### src/rtl/operand_fetch.sv
// Operand fetch stage: scoreboard-based hazard stall, writeback bypass of source
// operands, and a single registered output slot with valid/ready handshake.
module operand_fetch #(
  parameter int unsigned CNT_W = 2
) (
  input  logic        clk,
  input  logic        reset,
  input  logic        in_valid,
  output logic        in_ready,
  input  logic [4:0]  in_rs1,
  input  logic [4:0]  in_rs2,
  input  logic [4:0]  in_rd,
  input  logic        in_use1,
  input  logic        in_use2,
  input  logic        in_regwrite,
  output logic [4:0]  rf_rs1,
  output logic [4:0]  rf_rs2,
  input  logic [31:0] rf_readdata1,
  input  logic [31:0] rf_readdata2,
  input  logic        wb_valid,
  input  logic [4:0]  wb_rd,
  input  logic [31:0] wb_data,
  output logic        rf_regwrite,
  output logic [4:0]  rf_rd,
  output logic [31:0] rf_writedata,
  output logic        out_valid,
  input  logic        out_ready,
  output logic [31:0] out_op1,
  output logic [31:0] out_op2,
  output logic [4:0]  out_rd,
  output logic        out_regwrite
);

  localparam int unsigned NREG = 32;

  logic [CNT_W-1:0] cnt [NREG];
  logic [NREG-1:0]  inc_vec;
  logic [NREG-1:0]  dec_vec;
  logic             wb_hit1, wb_hit2, wb_hitd;
  logic             haz1, haz2, hazd, hazard, fire;
  logic [31:0]      op1, op2;

  assign rf_rs1       = in_rs1;
  assign rf_rs2       = in_rs2;
  assign rf_regwrite  = wb_valid && (wb_rd != 5'd0);
  assign rf_rd        = wb_rd;
  assign rf_writedata = wb_data;

  assign wb_hit1 = wb_valid && (wb_rd == in_rs1) && (in_rs1 != 5'd0);
  assign wb_hit2 = wb_valid && (wb_rd == in_rs2) && (in_rs2 != 5'd0);
  assign wb_hitd = wb_valid && (wb_rd == in_rd)  && (in_rd  != 5'd0);

  // A source is safe once its last pending write is retiring this very cycle.
  assign haz1 = in_use1 && (in_rs1 != 5'd0) && (cnt[in_rs1] != '0)
                && !((cnt[in_rs1] == CNT_W'(1)) && wb_hit1);
  assign haz2 = in_use2 && (in_rs2 != 5'd0) && (cnt[in_rs2] != '0)
                && !((cnt[in_rs2] == CNT_W'(1)) && wb_hit2);
  // Saturated counter would overflow on another issue unless one retires now.
  assign hazd = in_regwrite && (in_rd != 5'd0) && (cnt[in_rd] == '1) && !wb_hitd;

  assign hazard   = haz1 || haz2 || hazd;
  assign in_ready = !hazard && (!out_valid || out_ready);
  assign fire     = in_valid && in_ready;

  always_comb begin
    op1 = 32'd0;
    op2 = 32'd0;
    if (in_use1 && (in_rs1 != 5'd0)) op1 = wb_hit1 ? wb_data : rf_readdata1;
    if (in_use2 && (in_rs2 != 5'd0)) op2 = wb_hit2 ? wb_data : rf_readdata2;
  end

  always_comb begin
    inc_vec = '0;
    dec_vec = '0;
    if (fire && in_regwrite && (in_rd != 5'd0)) inc_vec[in_rd] = 1'b1;
    if (wb_valid && (wb_rd != 5'd0) && (cnt[wb_rd] != '0)) dec_vec[wb_rd] = 1'b1;
  end

  // Scoreboard; entry 0 is never updated and stays at its reset value.
  always_ff @(posedge clk or posedge reset) begin
    if (reset) begin
      for (int unsigned r = 0; r < NREG; r++) cnt[r] <= '0;
    end else begin
      for (int unsigned r = 1; r < NREG; r++) begin
        if (inc_vec[r] && !dec_vec[r])      cnt[r] <= cnt[r] + CNT_W'(1);
        else if (dec_vec[r] && !inc_vec[r]) cnt[r] <= cnt[r] - CNT_W'(1);
      end
    end
  end

  always_ff @(posedge clk or posedge reset) begin
    if (reset) begin
      out_valid    <= 1'b0;
      out_op1      <= 32'd0;
      out_op2      <= 32'd0;
      out_rd       <= 5'd0;
      out_regwrite <= 1'b0;
    end else if (fire) begin
      out_valid    <= 1'b1;
      out_op1      <= op1;
      out_op2      <= op2;
      out_rd       <= in_rd;
      out_regwrite <= in_regwrite && (in_rd != 5'd0);
    end else if (out_valid && out_ready) begin
      out_valid    <= 1'b0;
    end
  end

endmodule

### config.mk
export PLATFORM = sky130hd
export DESIGN_NAME = operand_fetch
export DESIGN_NICKNAME = d
export VERILOG_FILES = /design/src/rtl/operand_fetch.sv
export SDC_FILE = /design/constraint.sdc
export NUM_CORES = 1
export LEC_CHECK = 0
export ABC_AREA = 1
export CORE_MARGIN = 2
export CORE_UTILIZATION = 34
export CTS_CLUSTER_DIAMETER = 120
export CTS_CLUSTER_SIZE = 28
export DETAILED_ROUTE_END_ITERATION = 12
export DONT_BUFFER_PORTS = 1
export GPL_ROUTABILITY_DRIVEN = 0
export PLACE_DENSITY = 0.48
export SLEW_MARGIN = 30
export SYNTH_ARGS = -nofsm -noshare
export SYNTH_HDL_FRONTEND = slang
export SYNTH_SLANG_ARGS = --single-unit
### constraint.sdc
create_clock -name clk -period 13.5 [get_ports clk]
set_clock_uncertainty 0.05 [all_clocks]
set_input_delay 4.05 -clock clk [delete_from_list [all_inputs] [get_ports clk]]
set_output_delay 4.05 -clock clk [all_outputs]
set_load 0.01 [all_outputs]
After elaboration in Yosys (flattened, before gate mapping)

Index checks and enable logic that the tools add are counted.
Widths: inputs -> output; s select.

Word-level logic and storage cells: 399
Bits in registers: 133
Output and inout bits: 120
Bits of input ports: 124

Eq/ne operators: 6
Magnitude comparators: 8
Reduce and logical (&&, ||, !) cells: 197
Bitwise gates (word level): 4
Mux-type cells: 86
Add/subtract/negate cells: 62

Operators by type and width:

| cell                | number |
|---|---|
| $mux 32             | 6 |
| $mux 2              | 70 |
| $logic_and 1x1->1   | 88 |
| $reduce_bool 2->1   | 35 |
| $logic_not 1->1     | 67 |
| $add 2x1->2 const B | 31 |
| $sub 2x1->2 const B | 31 |
| $bmux 2 s5          | 4 |
| $ge 6x6->1 const B  | 4 |
| $not 5->6           | 4 |
| $reduce_bool 5->1   | 4 |
| $eq 5x5->1          | 3 |
| $lt 5x6->1 const B  | 2 |
| $demux 1 s5         | 2 |
| $ge 5x1->1 const B  | 2 |
| $eq 2x1->1 const B  | 2 |
| $mux 1              | 4 |
| $logic_or 1x1->1    | 3 |
| $eq 2x2->1 const B  | 1 |

Depth between registers and ports, before layout

Depth in word-level cells: 20
Depth in mapped cells: 20
Depth with buffers taken out: 18

Worst setup path before layout

OpenSTA, ideal clock, no wires.

Path kind: in2out
Start: in in_rs1[2]
End: out in_ready
Slack: 3700 ps
Cell stages on the path: 11
Arrival time: 5700 ps
Data required time: 9400 ps
Path buffers: 2
Cells stage by stage: buf_2 clkinv_1 nand3_1 nor2_1 a211oi_1 nand2_1 nand3_1 nand2_1 nand2_1 clkbuf_1 and2_1

Word-level cells in the longest chain between the ends: 12
Elaborated cells on any way between the ends: 19
Those cells by class: 2 x eq/ne; 3 x mux; 1 x bitwise; 13 x reduce/logical

Ends and longest elaborated chain:

| item                                      | RTL line | text |
|---|---|---|
| start: declaration                        | 10       | `input logic [4:0] in_rs1,` |
| $not 5->6 (not written as such)           | 54, 55   |  |
| $bmux 2 s5                                | 54, 55   |  |
| $mux 2 (not written as such) (2 in a row) | 54, 55   |  |
| $eq 2x1->1                                | 55       | `&& !((cnt[in_rs1] == CNT_W'(1)) && wb_hit1);` |
| $logic_and 1x1->1                         | 55       |  |
| $logic_not 1->1                           | 55       |  |
| $logic_and 1x1->1 *                       | 55       |  |
| $logic_or 1x1->1 * (2 in a row)           | 61       | `assign hazard = haz1 \|\| haz2 \|\| hazd;` |
| $logic_not 1->1 *                         | 62       | `assign in_ready = !hazard && (!out_valid \|\| out_ready);` |
| $logic_and 1x1->1 *                       | 62       |  |
| end: declaration                          | 9        | `output logic in_ready,` |

Every way passes the cells marked *; elsewhere a longest branch is shown, timed or not. The select of a mux whose other input is x is not followed.

Worst setup path in the final report

Start: in in_rd[1]
End: out in_ready

Word-level cells in the longest chain between the ends: 10
Elaborated cells on any way between the ends: 16
Those cells by class: 2 x eq/ne; 3 x mux; 1 x bitwise; 10 x reduce/logical

Ends and longest elaborated chain:

| item                                      | RTL line | text |
|---|---|---|
| start: declaration                        | 12       | `input logic [4:0] in_rd,` |
| $not 5->6 (not written as such)           | 59       | `assign hazd = in_regwrite && (in_rd != 5'd0) && (cnt[in_rd] == '1) && !wb_hitd;` |
| $bmux 2 s5                                | 59       |  |
| $mux 2 (not written as such) (2 in a row) | 59       |  |
| $eq 2x2->1                                | 59       |  |
| $logic_and 1x1->1                         | 59       |  |
| $logic_and 1x1->1 *                       | 59       |  |
| $logic_or 1x1->1 *                        | 61       |  |
| $logic_not 1->1 *                         | 62       |  |
| $logic_and 1x1->1 *                       | 62       |  |

Marked as above.

==> out/qor.txt <==
CP Launch Type -> input port
core area -> 29400 um^2
Clock transition at path regs -> 0.06 ns
layout cell share with drive strength beyond 1 -> 0.03916
Final min period -> 10.11 ns
RSZ-0062 raised after global routing -> no
final cell count without fillers -> 1821
drt wl/cell -> 21.65 um
DRT Pass-1 Iters -> 6
worst slew pin tran -> 0.9943 ns
antenna violations before repair -> 2
sequential group share of total power -> 0.425
vias in the first global route -> 9576
Placed Cells -> 1789
largest net degree at the start of global routing -> 83
clk buf depth -> 2
part of the Yosys area used for sequential elements -> 0.3298
Internal Power -> 962.5 uW
setup bufs post-CTS -> 0
post-route ant nets -> 0
Synth Cell Area -> 10090 um^2
Worst Hold Slack -> 0.4193 ns
H-tree depth -> 4
worst skew pair latency -> 0.44 ns
Root Buffer -> clkbuf_16
worst-path fanout max -> 21
clock power share -> 0.273
Synth Warn # -> 2
worst vdd ir -> 0.09020 mV
GRT Residual Overflow -> 0
RR Startpoint -> cnt[3]
status -> complete, no violations
HP Start -> cnt[34]
Comb power frac -> 0.302
setup ws final -> 3.392 ns
port bufs -> 0
fin crit share -> 0.7487
initial core utilization -> 0.3432
CTS tree -> yes
Leakage -> 5.050 nW
Slew HR -> 0.3320
hpwl dp -> 26750 um
Pwr Total -> 1.679 mW
die width -> 176.3 um
Top Ports -> 244
vias post-DR -> 10250
Die H -> 176.3 um
fin nets -> 1573
# rows -> 63
Hold Vio Cnt, Final -> 0
Hold Crit Class -> reg -> reg
Post-Syn Nets -> 1675
DRT iter0 DRCs -> 1081
Finished Core Util -> 0.3586
reg2reg path depth -> 19
PwrDens -> 159.2 nW/um^2
WL final -> 39430 um
worst slack at placement -> 3.263 ns
Mean Syn Cell Area -> 6.640 um^2
Pins Over Slew Limit -> 0
Synth cell types -> 29
switching pwr -> 716.2 uW
critical path required time -> 9.40 ns
number of setup violations in the final report -> 0
WP data arrival -> 6.01 ns
global-route wire length before repair -> 59550 um
Hold EP -> cnt[34]
RR Endpoint -> cnt[35]
FF-to-FF setup slack -> 9.91 ns
Setup crit end kind -> output pin
switch share -> 0.4266
GRT Total Usage -> 0.2508
CP Class -> in -> out
clock sinks -> 133
FMAX -> 98.93 MHz
DIE AREA -> 31080 um^2
vias per inst -> 5.627
area grow syn2layout -> 4.476%
Synth Instances -> 1520
Setup TNS -> 0 ns
hold_buf cts -> 0
cts bufs inserted -> 17
Finished Cell Area -> 10540 um^2
Hold Path Stages -> 1
max-cap viol count -> 0
DRC errors left -> 0
Yosys reg bits -> 133
placed cell area -> 9976 um^2
post-cts resize count -> 0
==> power groups by stage <==
stage                     logic [mW]  clock network [mW]  registers [mW]
after global routing           0.573               0.484           0.732
final                          0.507               0.458           0.714
after floorplan                0.405                   0           0.661
after detailed placement       0.503                   0           0.716
after global placement         0.498                   0           0.720
after CTS                      0.503               0.467           0.713
==> layout by cell type (no fill, tap or decap), types with 2 or more instances in the layout <==
| cell type | n |
|---|---|
| nor2_1 | 59 |
| inv_2 | 5 |
| nand3_1 | 86 |
| nand2_1 | 569 |
| a21oi_1 | 129 |
| inv_1 | 91 |
| inv_6 | 4 |
| o21ai_0 | 59 |
| xor2_1 | 31 |
| o211ai_1 | 15 |
| o41ai_1 | 5 |
| xnor2_1 | 32 |
| dfrtp_1 | 133 |
| clkinv_1 | 2 |
| nor3_1 | 7 |
| o21ai_1 | 7 |
| clkbuf_16 | 17 |
| nand4_1 | 109 |
| clkinv_4 | 3 |
| o22ai_1 | 3 |
| buf_4 | 14 |
| nor2_2 | 2 |
| clkinvlp_4 | 3 |
| clkinv_2 | 2 |
| ha_1 | 31 |
==> flip-flops by register name, summed over array words and instances (netlist names) <==
signal        cells
out_op1          32
out_valid         1
cnt              62
out_regwrite      1
out_rd            5
out_op2          32
==> metal layers <==
metal  global-route usage  wire length [um]  vias up
met4              0.09125              1306        0
met1               0.3438             16480     4882
met3              0.05814              3676       83
met5                    0                 0        -
li1                     -                 -     4757
met2               0.3855             17970      525
==> cell usage after synthesis, drive strengths merged <==
cell type	number	share of area
and2	1	0.00062
dfrtp	133	0.33
inv	97	0.036
nand3	87	0.044
nor4	1	0.00062
buf	79	0.050
o21ai	66	0.033
a22o	1	0.00087
clkinv	2	0.00074
a21oi	130	0.066
o41ai	5	0.0043
nor2	61	0.023
clkbuf	56	0.021
ha	31	0.038
nor3	8	0.0040
nand2	570	0.21
xnor2	32	0.028
o22ai	3	0.0019
a211oi	1	0.00074
o2111ai	1	0.00087
nand4	109	0.068
o211ai	15	0.011
xor2	31	0.027
==> how the worst max path moves through the flow <==
stage	slack, ns	cells after the start	to	from
final	3.39	12	in_ready	in_rd[1]
after global routing	3.27	10	in_ready	in_rs2[1]
after CTS	3.26	10	in_ready	in_rs1[0]
after detailed placement	3.26	10	in_ready	in_rs1[0]
after global placement	3.30	10	in_ready	in_rs1[0]
after floorplan	3.70	11	in_ready	in_rs1[2]
==> critical path: stages <==
cell and delay (ns):
inv_1 0.23, nor2_1 0.81, nand2_1 0.11, nand3_1 0.12, nand2_1 0.05, nand2_1 0.10
nor2_1 0.06, nand2_1 0.06, nand3_1 0.06, nand2_1 0.10, a21oi_4 0.04, and2_1 0.22
==> kinds of logic after synthesis <==
kind of cell	share of synthesized area
adder cells (fa/ha/maj)	0.03843
XOR/XNOR	0.05467
flip-flops	0.3298
buffers and inverters	0.1079
AO/OA/AOI/OAI	0.1182
AND/OR/NAND/NOR	0.3511
==> final cells by class <==
class,count,area [um^2]
antenna,1,2.502
clock buffer,18,429.2
clock inverter,13,126.4
fill,3212,18860
inverter,99,376.6
multi-input combinational,1153,5688
sequential,133,3328
tap,390,488.0
timing repair buffer,14,105.1
(Power assumes the default switching activity.)
